### config.mk
export PLATFORM = sky130hd
export DESIGN_NAME = folded_majority_seq
export DESIGN_NICKNAME = d
export VERILOG_FILES = /design/src/rtl/folded_majority_seq.sv
export SDC_FILE = /design/constraint.sdc
export NUM_CORES = 1
export LEC_CHECK = 0
export CAP_MARGIN = 20
export CORE_MARGIN = 2
export CORE_UTILIZATION = 52
export DETAILED_ROUTE_END_ITERATION = 12
export GPL_TIMING_DRIVEN = 0
export PLACE_DENSITY_LB_ADDON = 0.15
export SETUP_SLACK_MARGIN = 0.1
export SLEW_MARGIN = 20
export SYNTH_ARGS = -nofsm -noshare
export SYNTH_HDL_FRONTEND = slang
export SYNTH_SLANG_ARGS = --single-unit
export TNS_END_PERCENT = 20
### constraint.sdc
create_clock -name clk -period 5.6 [get_ports clk]
set_input_delay 0.84 -clock clk [delete_from_list [all_inputs] [get_ports clk]]
set_output_delay 0.84 -clock clk [all_outputs]
set_load 0.02 [all_outputs]
### src/rtl/folded_majority_seq.sv
// folded_majority_seq: N-input popcount >= threshold vote folded over W-bit beats; `FMAJ_COUNT_OUT_EN adds out_count.
// Latency: result registered 1 cycle after the final beat is accepted; sustains one vector per BEATS cycles.
// Backpressure: in_ready = !out_valid || out_ready; a held result stalls input and freezes all outputs.
module folded_majority_seq #(
    parameter int N = 47,
    parameter int W = 8,
    localparam int CW = $clog2(N + 2),
    localparam int BEATS = (N + W - 1) / W
) (
    input  logic          clk,
    input  logic          rst,
    input  logic          in_valid,
    output logic          in_ready,
    input  logic [W-1:0]  in_data,
    input  logic          in_last,
    input  logic [CW-1:0] cfg_thresh,
    output logic          out_valid,
    input  logic          out_ready,
    output logic          out_maj,
`ifdef FMAJ_COUNT_OUT_EN
    output logic [CW-1:0] out_count,
`endif
    output logic          out_err
);

    localparam int LAST_BITS = N - (BEATS - 1) * W;
    localparam int BW = (BEATS > 1) ? $clog2(BEATS) : 1;
    localparam logic [BW-1:0] LAST_BEAT = BW'(BEATS - 1);

    typedef enum logic {ACCUM, HOLD} state_t;

    state_t        state, state_nxt;
    logic [BW-1:0] beat;
    logic [CW-1:0] acc;
    logic [CW-1:0] thr;
    logic          err;

    logic          accept;
    logic          first_beat;
    logic          final_beat;
    logic [W-1:0]  masked;
    logic [CW-1:0] beat_pop;
    logic [CW-1:0] sum;
    logic [CW-1:0] thr_eff;
    logic          err_eff;

    assign out_valid  = (state == HOLD);
    assign in_ready   = !out_valid || out_ready;
    assign accept     = in_valid && in_ready;
    assign first_beat = (beat == '0);
    assign final_beat = (beat == LAST_BEAT);

    // Padding lanes above input N-1 on the final beat never vote.
    always_comb begin
        masked = '0;
        for (int i = 0; i < W; i++) begin
            masked[i] = in_data[i] && (!final_beat || (i < LAST_BITS));
        end
    end

    always_comb begin
        beat_pop = '0;
        for (int i = 0; i < W; i++) begin
            beat_pop = beat_pop + CW'(masked[i]);
        end
    end

    // Beat 0 restarts the vector, so the stale accumulator, threshold and error are bypassed.
    assign sum     = (first_beat ? '0 : acc) + beat_pop;
    assign thr_eff = first_beat ? cfg_thresh : thr;
    assign err_eff = (first_beat ? 1'b0 : err) | (in_last != final_beat);

    always_comb begin
        state_nxt = state;
        case (state)
            ACCUM: begin
                if (accept && final_beat) begin
                    state_nxt = HOLD;
                end
            end
            HOLD: begin
                if (out_ready && !(accept && final_beat)) begin
                    state_nxt = ACCUM;
                end
            end
            default: state_nxt = ACCUM;
        endcase
    end

    always_ff @(posedge clk) begin
        if (rst) begin
            state   <= ACCUM;
            beat    <= '0;
            acc     <= '0;
            thr     <= '0;
            err     <= 1'b0;
            out_maj <= 1'b0;
            out_err <= 1'b0;
`ifdef FMAJ_COUNT_OUT_EN
            out_count <= '0;
`endif
        end else begin
            state <= state_nxt;
            if (accept) begin
                acc <= sum;
                thr <= thr_eff;
                err <= err_eff;
                if (final_beat) begin
                    beat    <= '0;
                    out_maj <= (sum >= thr_eff);
                    out_err <= err_eff;
`ifdef FMAJ_COUNT_OUT_EN
                    out_count <= sum;
`endif
                end else begin
                    beat <= beat + 1'b1;
                end
            end
        end
    end

endmodule

# Word-level counts from Yosys, hierarchy flattened
# Cells that the tools add are included.
[classes] bitwise_logic=2 magnitude_cmp=1 reduce_logical=10 addsub=9 multipliers=0 eq_ne=2 shifts=0 n_mux=7 div_mod_pow=0
[op_table] operator="6-bit by 1-bit adder with 6-bit output" n=2
[op_table] operator="6-bit 2-to-1 mux" n=2
[op_table] operator="5-bit by 1-bit adder with 6-bit output" n=1
[op_table] operator="6-bit adder" n=1
[op_table] operator="6-bit greater-or-equal comparator" n=1
[op_table] operator="4-bit by 1-bit adder with 5-bit output" n=1
[op_table] operator="3-bit by 1-bit adder with 4-bit output" n=1
[op_table] operator="1-bit logical AND" n=4
[op_table] operator="2-bit by 1-bit adder with 3-bit output" n=1
[op_table] operator="3-bit by 1-bit adder with 3-bit output (second input constant)" n=1
[op_table] operator="3-bit == test (second input constant)" n=1
[op_table] operator="1-bit zero test" n=3
[op_table] operator="3-bit zero test" n=1
[op_table] operator="1-bit 2-to-1 mux" n=3
[op_table] operator="3-bit 2-to-1 mux" n=1
[op_table] operator="1-bit by 1-bit adder with 2-bit output" n=1
[op_table] operator="1-bit one-hot mux with 2 select lines" n=1
[op_table] operator="2-bit AND reduction" n=1
[op_table] operator="1-bit logical OR" n=1
[op_table] operator="1-bit != test" n=1
[op_table] operator="1-bit NOT" n=1
[op_table] operator="1-bit OR" n=1
[word_totals] latchBits=0 memories=0 reg_bits=19 ramBits=0 rom_bits=0 word_cells=38 in_bits=19 output_inout_bits=4

# Depth between registers and ports, before layout
# Gate-level depths: netlist of run 1.
[logic_depth] ltp_word=9 ltp_mapped=15 depth_no_buf=14

# Worst setup path after synthesis of run 1
# Ideal clock, no wire load.
[synth_path] kind="input -> register" start="input port in_data[0]" end="register out_maj" path_stages=13 arrival_ns=4.084 setup_time_ns=0.091 slack_ns=1.425 t_required_ns=5.509 path_buffers=0 cell_sequence="fa_1 > inv_1 > fa_1 > fa_1 > inv_1 > fa_1 > a21o_1 > a221o_1 > xnor2_1 > nor2_1 > ha_1 > o2111ai_1 > a311oi_1"
[synth_via] elab_chain_cells=9
[synth_rtl] element="from (decl)" line="14" text="input logic [W-1:0] in_data,"
[synth_rtl] element="1-bit by 1-bit adder with 2-bit output" line="64" text="beat_pop = beat_pop + CW'(masked[i]);"
[synth_rtl] element="2-bit by 1-bit adder with 3-bit output" line="64"
[synth_rtl] element="3-bit by 1-bit adder with 4-bit output" line="64"
[synth_rtl] element="4-bit by 1-bit adder with 5-bit output" line="64"
[synth_rtl] element="5-bit by 1-bit adder with 6-bit output" line="64"
[synth_rtl] element="6-bit by 1-bit adder with 6-bit output (2 in a row)" line="64"
[synth_rtl] element="6-bit adder" line="69" text="assign sum = (first_beat ? '0 : acc) + beat_pop;"
[synth_rtl] element="via sum[5]" line="43" text="logic [CW-1:0] sum;"
[synth_rtl] element="6-bit greater-or-equal comparator" line="110" text="out_maj <= (sum >= thr_eff);"
[synth_rtl] element="to (signal assigned)" line="110"
[synth_rtl] element="to (decl)" line="19" text="output logic out_maj,"
# The timed path passes the listed nets, and every way through them passes these cells.
# A chain may end at the register's enable or synchronous reset.

# Worst setup path in the final report of run 1
# Same ends and word-level chain as after synthesis.

==> flow_summary.json, run 1 <==
{
  "fraction_of_synthesis_flops_using_an_asynchronous_set_or_reset_pin": 0,
  "status": "finished, final reports clean",
  "skew_ns": 0.00451,
  "netlist_area_mm2": 0.00128,
  "die-height_um": 53.7,
  "cp_cell_sequence": "clkdlybuf4s50_1 -> fa_1 -> inv_1 -> fa_1 -> fa_1 -> inv_1 -> fa_1 -> a21o_1 -> a221o_1 -> xnor2_1 -> nor2_1 -> ha_1 -> o2111ai_1 -> a311oi_1",
  "final_layout_size_suffix_gt1_frac": 0.107,
  "synth_compound_area_frac": 0.144,
  "period_share": 0.799,
  "synth_cell_type_count": 38,
  "drv.max_cap_violation_count": 0,
  "post_cts_hold_buffer_count": 0,
  "hp_class": "register to register",
  "cts_buffer_depth": 2,
  "drt-pass1-iter-count": 4,
  "slew_headroom": 0.659,
  "combinational_family_with_the_most_area_after_synthesis": "simple AND/OR/NAND/NOR gates",
  "finalWeightedCongestion": 0.922,
  "cts-root-buf": "sky130_fd_sc_hd__clkbuf_4",
  "synth_top_flop_cell": "sky130_fd_sc_hd__dfxtp_1",
  "port_buffers": 21,
  "hold_viol": 0,
  "rows": 18,
  "design.portCount": 23,
  "synthesized_net_count": 179,
  "worst-path-max-fanout": 2,
  "grt_setup_unrepaired": "false",
  "synth-edff-count": 0,
  "cts_num_sinks": 19,
  "htreeDepth": 1,
  "maximum_single_stage_delay_on_the_critical_path_ns": 0.54,
  "timing.fmax_mhz": 224,
  "ys_ff_latch": 19,
  "critical_path_required_ns": 5.81,
  "fp.dieArea_mm2": 0.00288,
  "synth_warnings": 0,
  "cp.arrival_ns": 4.68,
  "crit_path_top_delay_cell": "sky130_fd_sc_hd__fa_1",
  "crit_type": "primary input to register",
  "drc": 0,
  "routed-via-count": 1080,
  "timing.final.max_slew_violations": 0,
  "post_drt_wl_per_cell_um": 13.5,
  "placedCellCount": 194,
  "diodes": 0,
  "end_kind": "register",
  "synthCells": 143,
  "nNetsFinal": 205,
  "rr_startpoint": "beat[2]",
  "ctsResizeCount": 0,
  "postSynthAreaPerCell_um2": 8.98,
  "cts_post_setup_buffers_inserted": 0,
  "p_per_area_mw_per_mm2": 236,
  "numCtsBuffers": 3,
  "grt_max_degree": 12,
  "crit_path_start": "in_data[0]",
  "grt.total_usage": 0.216,
  "setup.worst_path.start_class": "primary input",
  "synth-simple-area-share": 0.209,
  "synth_sequential_area_ratio": 0.296,
  "via_per_inst": 5.45,
  "effective_utilization_at_floorplan": 0.533,
  "max_slew.worst_pin.slew_ns": 0.510,
  "first_global_vias": 1069,
  "global_route.overflow_total": 0,
  "setup_viol": 0,
  "antenna_violating_nets_post_route": 0,
  "antenna_found_initial": 0,
  "static-leakage-power_nw": 0.683,
  "insertion_delay_ns": 0.29,
  "layout.cells.non_filler": 198,
  "tritoncts": "built",
  "cts.clk_slew.worst_paths_ns": 0.12,
  "detailed_place_hpwl_um": 2090,
  "placeableCoreArea_mm2": 0.00241,
  "layout.cells.most_common": "sky130_fd_sc_hd__clkdlybuf4s50_1",
  "fin_tns_setup_ns": 0,
  "min_period_ns": 4.47,
  "vdd_ir_drop_max_mv": 0.158,
  "yosys.area_share.xor_xnor": 0.0409,
  "global_route_wire_length_before_repair_um": 4450,
  "most-common-layout-cells": "21 x sky130_fd_sc_hd__clkdlybuf4s50_1, 19 x sky130_fd_sc_hd__dfxtp_1, 17 x sky130_fd_sc_hd__nor2_1",
  "drtIter0Drc": 6,
  "syn2layout_area_growth_pct": 21.4,
  "synth_adder_area_share": 0.195,
  "routed_wl_um": 2670,
  "worst_path_most_repeated_cell": "sky130_fd_sc_hd__fa_1",
  "die_w_um": 53.7,
  "hp-start": "acc[2]",
  "mux_cell_area_share_after_synthesis": 0.0585
}
## cells in the mapped netlist, types with 2 or more instances
cell type                  count  area (µm²)
sky130_fd_sc_hd__nor2_1       17        63.8
sky130_fd_sc_hd__clkbuf_1      2        7.51
sky130_fd_sc_hd__a311oi_1      2        17.5
sky130_fd_sc_hd__o21ai_0       3        15.0
sky130_fd_sc_hd__dfxtp_1      19         380
sky130_fd_sc_hd__xnor2_1       6        52.6
sky130_fd_sc_hd__a211oi_1      6        45.0
sky130_fd_sc_hd__mux2i_1       6        60.1
sky130_fd_sc_hd__ha_1         12         150
sky130_fd_sc_hd__nand2_1      11        41.3
sky130_fd_sc_hd__buf_2         4        20.0
sky130_fd_sc_hd__nand3_1       2        10.0
sky130_fd_sc_hd__nand2b_1      2        12.5
sky130_fd_sc_hd__and2_2        3        22.5
sky130_fd_sc_hd__fa_1          5         100
sky130_fd_sc_hd__a21oi_1       8        40.0
sky130_fd_sc_hd__inv_1        12        45.0
sky130_fd_sc_hd__and3_1        3        18.8
## final cells by class
| type | count | area, µm² |
|---|---|---|
| Fill cell | 211 | 851 |
| Multi-Input combinational cell | 106 | 831 |
| Sequential cell | 19 | 380 |
| Timing Repair Buffer | 21 | 210 |
| Inverter | 12 | 45.0 |
| Tap cell | 30 | 37.5 |
| Buffer | 6 | 27.5 |
| Clock buffer | 3 | 22.5 |
| Clock inverter | 1 | 5.00 |
## path summary, 6_finish.rpt
kind / endpoint / slack (ns) / cells past startpoint
max: out_maj / 1.13 / 14
min reg2reg: acc[2] / 0.46 / 2
min: acc[2] / 0.46 / 2
max reg2reg: out_maj / 1.70 / 14
## cells by family after synthesis
family,Yosys count
AND/OR/NAND/NOR,50
AO/OA/AOI/OAI,26
flip-flops,19
buffers and inverters,18
adder cells (fa/ha/maj),17
multiplexers,7
XOR/XNOR,6
## worst max-delay path: cells and delay by family
| kind | cells | cell delay (ns) |
|---|---|---|
| compound gates | 4 | 0.90 |
| xor+xnor | 1 | 0.14 |
| fa+ha+maj | 5 | 2.22 |
| buf+inv | 3 | 0.54 |
| simple gates | 1 | 0.06 |
## flip-flops by register name, indices dropped and copies added (netlist names)
name	count
acc	6
thr	6
beat	3
err	1
out_err	1
out_maj	1
out_valid	1
## through the flow
step                setup WS, ns  utilization  hold WS (ns)  cell area, µm²  power (mW)
floorplan                   1.43            -         0.432            1280       0.261
CTS                         1.11        0.647         0.466            1560       0.374
finish                      1.13        0.647         0.464            1560       0.368
global route               0.897        0.647         0.501            1560       0.401
global placement           0.876        0.636         0.440            1530       0.295
detailed placement         0.786        0.636         0.450            1530       0.302
## where the power goes
part / leakage [nW] / internal, mW / total, mW / switching [mW]
Combinational: 0.510 / 0.0695 / 0.145 / 0.0750
Clock: 0.0177 / 0.0266 / 0.0704 / 0.0439
Sequential: 0.156 / 0.146 / 0.153 / 0.00708
## layer usage
layer  routed length, µm  vias to the layer above  part of all wire  GRT usage
met4                  50                        0             0.019      0.115
met1                1240                      510              0.47      0.271
met3                  91                        4             0.034     0.0361
li1                    -                      546                 -          -
met5                   0                        -                 0          0
met2                1280                       20              0.48      0.352
No activity file was read; power rests on OpenSTA's default activity.
==> inputs of run 2 (changes only) <==
--- a/config.mk
+++ b/config.mk
@@ -7,7 +7,7 @@
 export LEC_CHECK = 0
 export CAP_MARGIN = 20
 export CORE_MARGIN = 2
-export CORE_UTILIZATION = 52
+export CORE_UTILIZATION = 47
 export DETAILED_ROUTE_END_ITERATION = 12
 export GPL_TIMING_DRIVEN = 0
 export PLACE_DENSITY_LB_ADDON = 0.15
==> constraint.sdc (replaced) <==
create_clock -name clk -period 4 [get_ports clk]
set_input_delay 0.6 -clock clk [delete_from_list [all_inputs] [get_ports clk]]
set_output_delay 0.6 -clock clk [all_outputs]
set_load 0.02 [all_outputs]
==> flow_summary.json, run 2 (synthesis gave the netlist of run 1 again) <==
{
  "cp.arrival_ns": 4.12,
  "grt_max_degree": 12,
  "effective_utilization_at_floorplan": 0.509,
  "cts_num_sinks": 19,
  "most-common-layout-cells": "18 x sky130_fd_sc_hd__clkdlybuf4s50_1, 17 x sky130_fd_sc_hd__nor2_1, 17 x sky130_fd_sc_hd__dfxtp_1",
  "die_w_um": 56.3,
  "final_core_util": 0.635,
  "n_fill_cell": 227,
  "crit_type": "primary input to register",
  "port_buffers": 21,
  "hp-start": "acc[2]",
  "layout_top_registers": "acc: 6 flops, thr: 6 flops, beat: 3 flops",
  "total_power_mw": 0.531,
  "drv.max_cap_violation_count": 0,
  "diodes": 0,
  "htreeDepth": 1,
  "antenna_violating_nets_post_route": 0,
  "end_kind": "register",
  "post_drt_wl_per_cell_um": 13.0,
  "via_per_inst": 5.46,
  "finalWeightedCongestion": 0.782,
  "insertion_delay_ns": 0.31,
  "routed-via-count": 1092,
  "first_global_vias": 1066,
  "skew_ns": 0.0123,
  "rows": 18,
  "worst_slack_ns": 0.108,
  "setup_viol": 0,
  "period_share": 0.973,
  "layout.cells.most_common": "sky130_fd_sc_hd__clkdlybuf4s50_1",
  "post_dp_cell_area_mm2": 0.00153,
  "tritoncts": "built",
  "critical_path_required_ns": 4.23,
  "drc": 0,
  "numCtsBuffers": 3,
  "static-leakage-power_nw": 0.707,
  "max_slew.worst_pin.slew_ns": 0.527,
  "die-height_um": 56.3,
  "nNetsFinal": 207,
  "placeableCoreArea_mm2": 0.00252,
  "routed_wl_um": 2600,
  "antenna_found_initial": 0,
  "timing.final.max_slew_violations": 0,
  "grt_setup_unrepaired": "true",
  "cts_buffer_depth": 2,
  "cts-root-buf": "sky130_fd_sc_hd__clkbuf_4",
  "setup.worst_path.start_class": "primary input",
  "detailed_place_hpwl_um": 2050,
  "vdd_ir_drop_max_mv": 0.233,
  "drt-pass1-iter-count": 4,
  "design.portCount": 23,
  "global_route.overflow_total": 0,
  "fin_area_mm2": 0.00160,
  "fp.dieArea_mm2": 0.00317,
  "worst-path-max-fanout": 2,
  "crit_path_start": "in_data[0]",
  "global_route_wire_length_before_repair_um": 4570,
  "min_period_ns": 3.89,
  "hp_class": "register to register",
  "timing.fmax_mhz": 257,
  "fin_tns_setup_ns": 0,
  "post_cts_hold_buffer_count": 0,
  "preCtsSetupSlack_ns": -0.529,
  "drtIter0Drc": 4,
  "status": "finished, final reports clean",
  "hold_viol": 0,
  "grt.total_usage": 0.179,
  "rr_startpoint": "beat[2]",
  "slew_headroom": 0.648,
  "syn2layout_area_growth_pct": 24.8,
  "final_layout_size_suffix_gt1_frac": 0.188,
  "p_per_area_mw_per_mm2": 331,
  "cts.clk_slew.worst_paths_ns": 0.12
}
-- run 2: worst paths after layout --
check | to | slack [ns] | cells past startpoint
max | out_maj | 0.11 | 14
min | acc[2] | 0.47 | 2
max reg2reg | out_maj | 0.16 | 14
min reg2reg | acc[2] | 0.47 | 2
-- run 2: cell type report --
class	instances	area (µm²)	share of cell area
Buffer	6	30.0	0.0187
Multi-Input combinational cell	106	853	0.533
Clock inverter	1	5.00	0.00312
Clock buffer	3	22.5	0.0141
Timing Repair Buffer	23	223	0.139
Sequential cell	19	385	0.241
Inverter	12	45.0	0.0281
Tap cell	30	37.5	0.0234
-- run 2: through the flow --
stage,cells,hold WS [ns]
after floorplan,143,0.432
after global placement,194,0.442
after detailed placement,194,0.455
after CTS,199,0.471
after global routing,200,0.505
final,200,0.470
-- run 2: worst max-delay path, cell delays in order --
cell	delay [ns]
sky130_fd_sc_hd__buf_6	0.09
sky130_fd_sc_hd__fa_1	0.54
sky130_fd_sc_hd__inv_2	0.04
sky130_fd_sc_hd__fa_1	0.48
sky130_fd_sc_hd__fa_1	0.51
sky130_fd_sc_hd__inv_2	0.04
sky130_fd_sc_hd__fa_2	0.34
sky130_fd_sc_hd__a21o_1	0.19
sky130_fd_sc_hd__a221o_1	0.37
sky130_fd_sc_hd__xnor2_1	0.18
sky130_fd_sc_hd__nor2_1	0.06
sky130_fd_sc_hd__ha_1	0.33
sky130_fd_sc_hd__o2111ai_2	0.09
sky130_fd_sc_hd__a311oi_1	0.26
-- run 2: layer usage --
layer,share of wire,global-route usage,vias up,wire (µm)
met4,0.0046,0.0306,0,12
met5,0,0,-,0
met2,0.50,0.309,18,1300
li1,-,-,550,-
met1,0.45,0.226,522,1160
met3,0.048,0.0484,2,126
-- run 2: timing repair --
action                     4_1_cts  5_1_grt
gates resized for setup         16        9
setup endpoints to repair        1        1
buffers inserted                 1        1
pin swaps                       10        9
-- run 2: power breakdown --
part	internal, mW	switching [mW]	leakage [nW]
combinational	0.104	0.112	0.532
sequential	0.204	0.0100	0.157
clock	0.0373	0.0626	0.0177
==> inputs of run 3 (changes only) <==
--- a/config.mk
+++ b/config.mk
@@ -10,6 +10,7 @@
 export CORE_UTILIZATION = 47
 export DETAILED_ROUTE_END_ITERATION = 12
 export GPL_TIMING_DRIVEN = 0
+export MAX_ROUTING_LAYER = met4
 export PLACE_DENSITY_LB_ADDON = 0.15
 export SETUP_SLACK_MARGIN = 0.1
 export SLEW_MARGIN = 20
==> flow_summary.json, run 3 (synthesis gave the netlist of run 1 again) <==
{
  "layout_top_registers": "acc: 6 flops, thr: 6 flops, beat: 3 flops",
  "design.portCount": 23,
  "rr_startpoint": "beat[2]",
  "period_share": 0.974,
  "fp.dieArea_mm2": 0.00317,
  "post_drt_wl_per_cell_um": 12.9,
  "syn2layout_area_growth_pct": 24.8,
  "setup.worst_path.start_class": "primary input",
  "met3RoutedLength_um": 118,
  "critical_path_required_ns": 4.22,
  "static-leakage-power_nw": 0.707,
  "most-common-layout-cells": "18 x sky130_fd_sc_hd__clkdlybuf4s50_1, 17 x sky130_fd_sc_hd__nor2_1, 17 x sky130_fd_sc_hd__dfxtp_1",
  "global_route_wire_length_before_repair_um": 4560,
  "post_cts_hold_buffer_count": 0,
  "diodes": 0,
  "cts-root-buf": "sky130_fd_sc_hd__clkbuf_4",
  "rows": 18,
  "hp_class": "register to register",
  "crit_type": "primary input to register",
  "drv.max_cap_violation_count": 0,
  "timing.final.max_slew_violations": 0,
  "cts.clk_slew.worst_paths_ns": 0.12,
  "p_sw_frac": 0.347,
  "first_global_vias": 1071,
  "power.share.combinational": 0.409,
  "cts_buffer_depth": 2,
  "numCtsBuffers": 3,
  "min_period_ns": 3.89,
  "p_seq_frac": 0.404,
  "vdd_ir_drop_max_mv": 0.232,
  "cp.arrival_ns": 4.12,
  "crit_path_start": "in_data[0]",
  "total_power_mw": 0.529,
  "placedCellCount": 194,
  "drtIter0Drc": 4,
  "effective_utilization_at_floorplan": 0.509,
  "slew_headroom": 0.649,
  "r2r-end": "out_maj",
  "post_dp_cell_area_mm2": 0.00153,
  "routed-via-count": 1085,
  "drt-met1-wl_um": 1180,
  "final_layout_size_suffix_gt1_frac": 0.188,
  "detailed_place_hpwl_um": 2050,
  "p_per_area_mw_per_mm2": 330,
  "drt-pass1-iter-count": 4,
  "htreeDepth": 1,
  "global_route.overflow_total": 0,
  "worst-path-max-fanout": 2,
  "antenna_found_initial": 0,
  "layout.cells.non_filler": 200,
  "end_kind": "register",
  "routed_wl_um": 2570,
  "skew_ns": 0.0113,
  "grt_setup_unrepaired": "true",
  "max_slew.worst_pin.slew_ns": 0.525,
  "top_signal_layer_used": "met4",
  "setup_viol": 0,
  "fin_area_mm2": 0.00160,
  "die-height_um": 56.3,
  "die_w_um": 56.3,
  "tritoncts": "built",
  "ff2ff_setup_slack_ns": 0.16,
  "port_buffers": 21,
  "fin_tns_setup_ns": 0,
  "status": "finished, final reports clean",
  "final_core_util": 0.635,
  "power.net_switching_mw": 0.184,
  "p_int_mw": 0.346,
  "antenna_violating_nets_post_route": 0,
  "worstRegToRegCells": 14,
  "timing.fmax_mhz": 257,
  "placeableCoreArea_mm2": 0.00252,
  "drc": 0,
  "insertion_delay_ns": 0.30,
  "finalWeightedCongestion": 0.793,
  "worstSetupEndpoint": "out_maj",
  "grt_max_degree": 12,
  "grt.total_usage": 0.184,
  "cts_num_sinks": 19,
  "clockPowerShare": 0.187,
  "via_per_inst": 5.43,
  "hold_viol": 0,
  "wl_met2_um": 1270,
  "layout.cells.most_common": "sky130_fd_sc_hd__clkdlybuf4s50_1",
  "nNetsFinal": 207
}
-- run 3: cell counts in the layout (fill, tap and decap cells not counted) --
No cell type changed its count.
-- run 3: timing repair --
action	CTS	global route
resized for setup	16	9
setup endpoints to repair	1	1
buffers inserted	1	1
pin swaps	10	9
-- run 3: layout make-up --
cell class | instances | area, µm²
timing repair buffer | 23 | 223
tap | 30 | 37.5
fill | 227 | 921
inverter | 12 | 45.0
sequential | 19 | 385
clock inverter | 1 | 5.00
buffer | 6 | 30.0
multi-input combinational | 106 | 853
clock buffer | 3 | 22.5
-- run 3: power groups by stage --
stage	combinational, mW	clock [mW]	sequential, mW
5_1_grt	0.249	0.112	0.216
4_1_cts	0.218	0.0994	0.214
2_1_floorplan	0.150	0	0.216
3_5_place_dp	0.208	0	0.218
3_3_place_gp	0.200	0	0.217
6_report	0.217	0.0988	0.214
-- run 3: worst max-delay path, stage by stage --
cell and delay [ns]:
sky130_fd_sc_hd__buf_6 0.09, sky130_fd_sc_hd__fa_1 0.54, sky130_fd_sc_hd__inv_2 0.04, sky130_fd_sc_hd__fa_1 0.48, sky130_fd_sc_hd__fa_1 0.51, sky130_fd_sc_hd__inv_2 0.04
sky130_fd_sc_hd__fa_2 0.34, sky130_fd_sc_hd__a21o_1 0.19, sky130_fd_sc_hd__a221o_1 0.37, sky130_fd_sc_hd__xnor2_1 0.18, sky130_fd_sc_hd__nor2_1 0.06, sky130_fd_sc_hd__ha_1 0.32
sky130_fd_sc_hd__o2111ai_2 0.09, sky130_fd_sc_hd__a311oi_1 0.26
-- run 3: worst min path at each step --
stage,from,to,slack (ns),cells past startpoint
finish,acc[2],acc[2],0.47,2
detailed placement,acc[2],acc[2],0.45,2
CTS,acc[2],acc[2],0.47,2
global route,acc[2],acc[2],0.51,2
floorplan,acc[2],acc[2],0.43,2
global placement,acc[2],acc[2],0.44,2
-- run 3: layer usage --
layer | track usage | vias to the layer above
met3 | 0.0484 | 2
met1 | 0.225 | 517
li1 | - | 550
met2 | 0.309 | 16
met4 | 0.0306 | 0
met5 | - | -
-- run 3: stage by stage --
stage / hold slack [ns] / setup slack (ns)
finish: 0.469 / 0.106
detailed placement: 0.455 / -0.529
global route: 0.505 / -0.0312
CTS: 0.471 / 0.0817
global placement: 0.442 / -0.490
floorplan: 0.432 / 0.0987
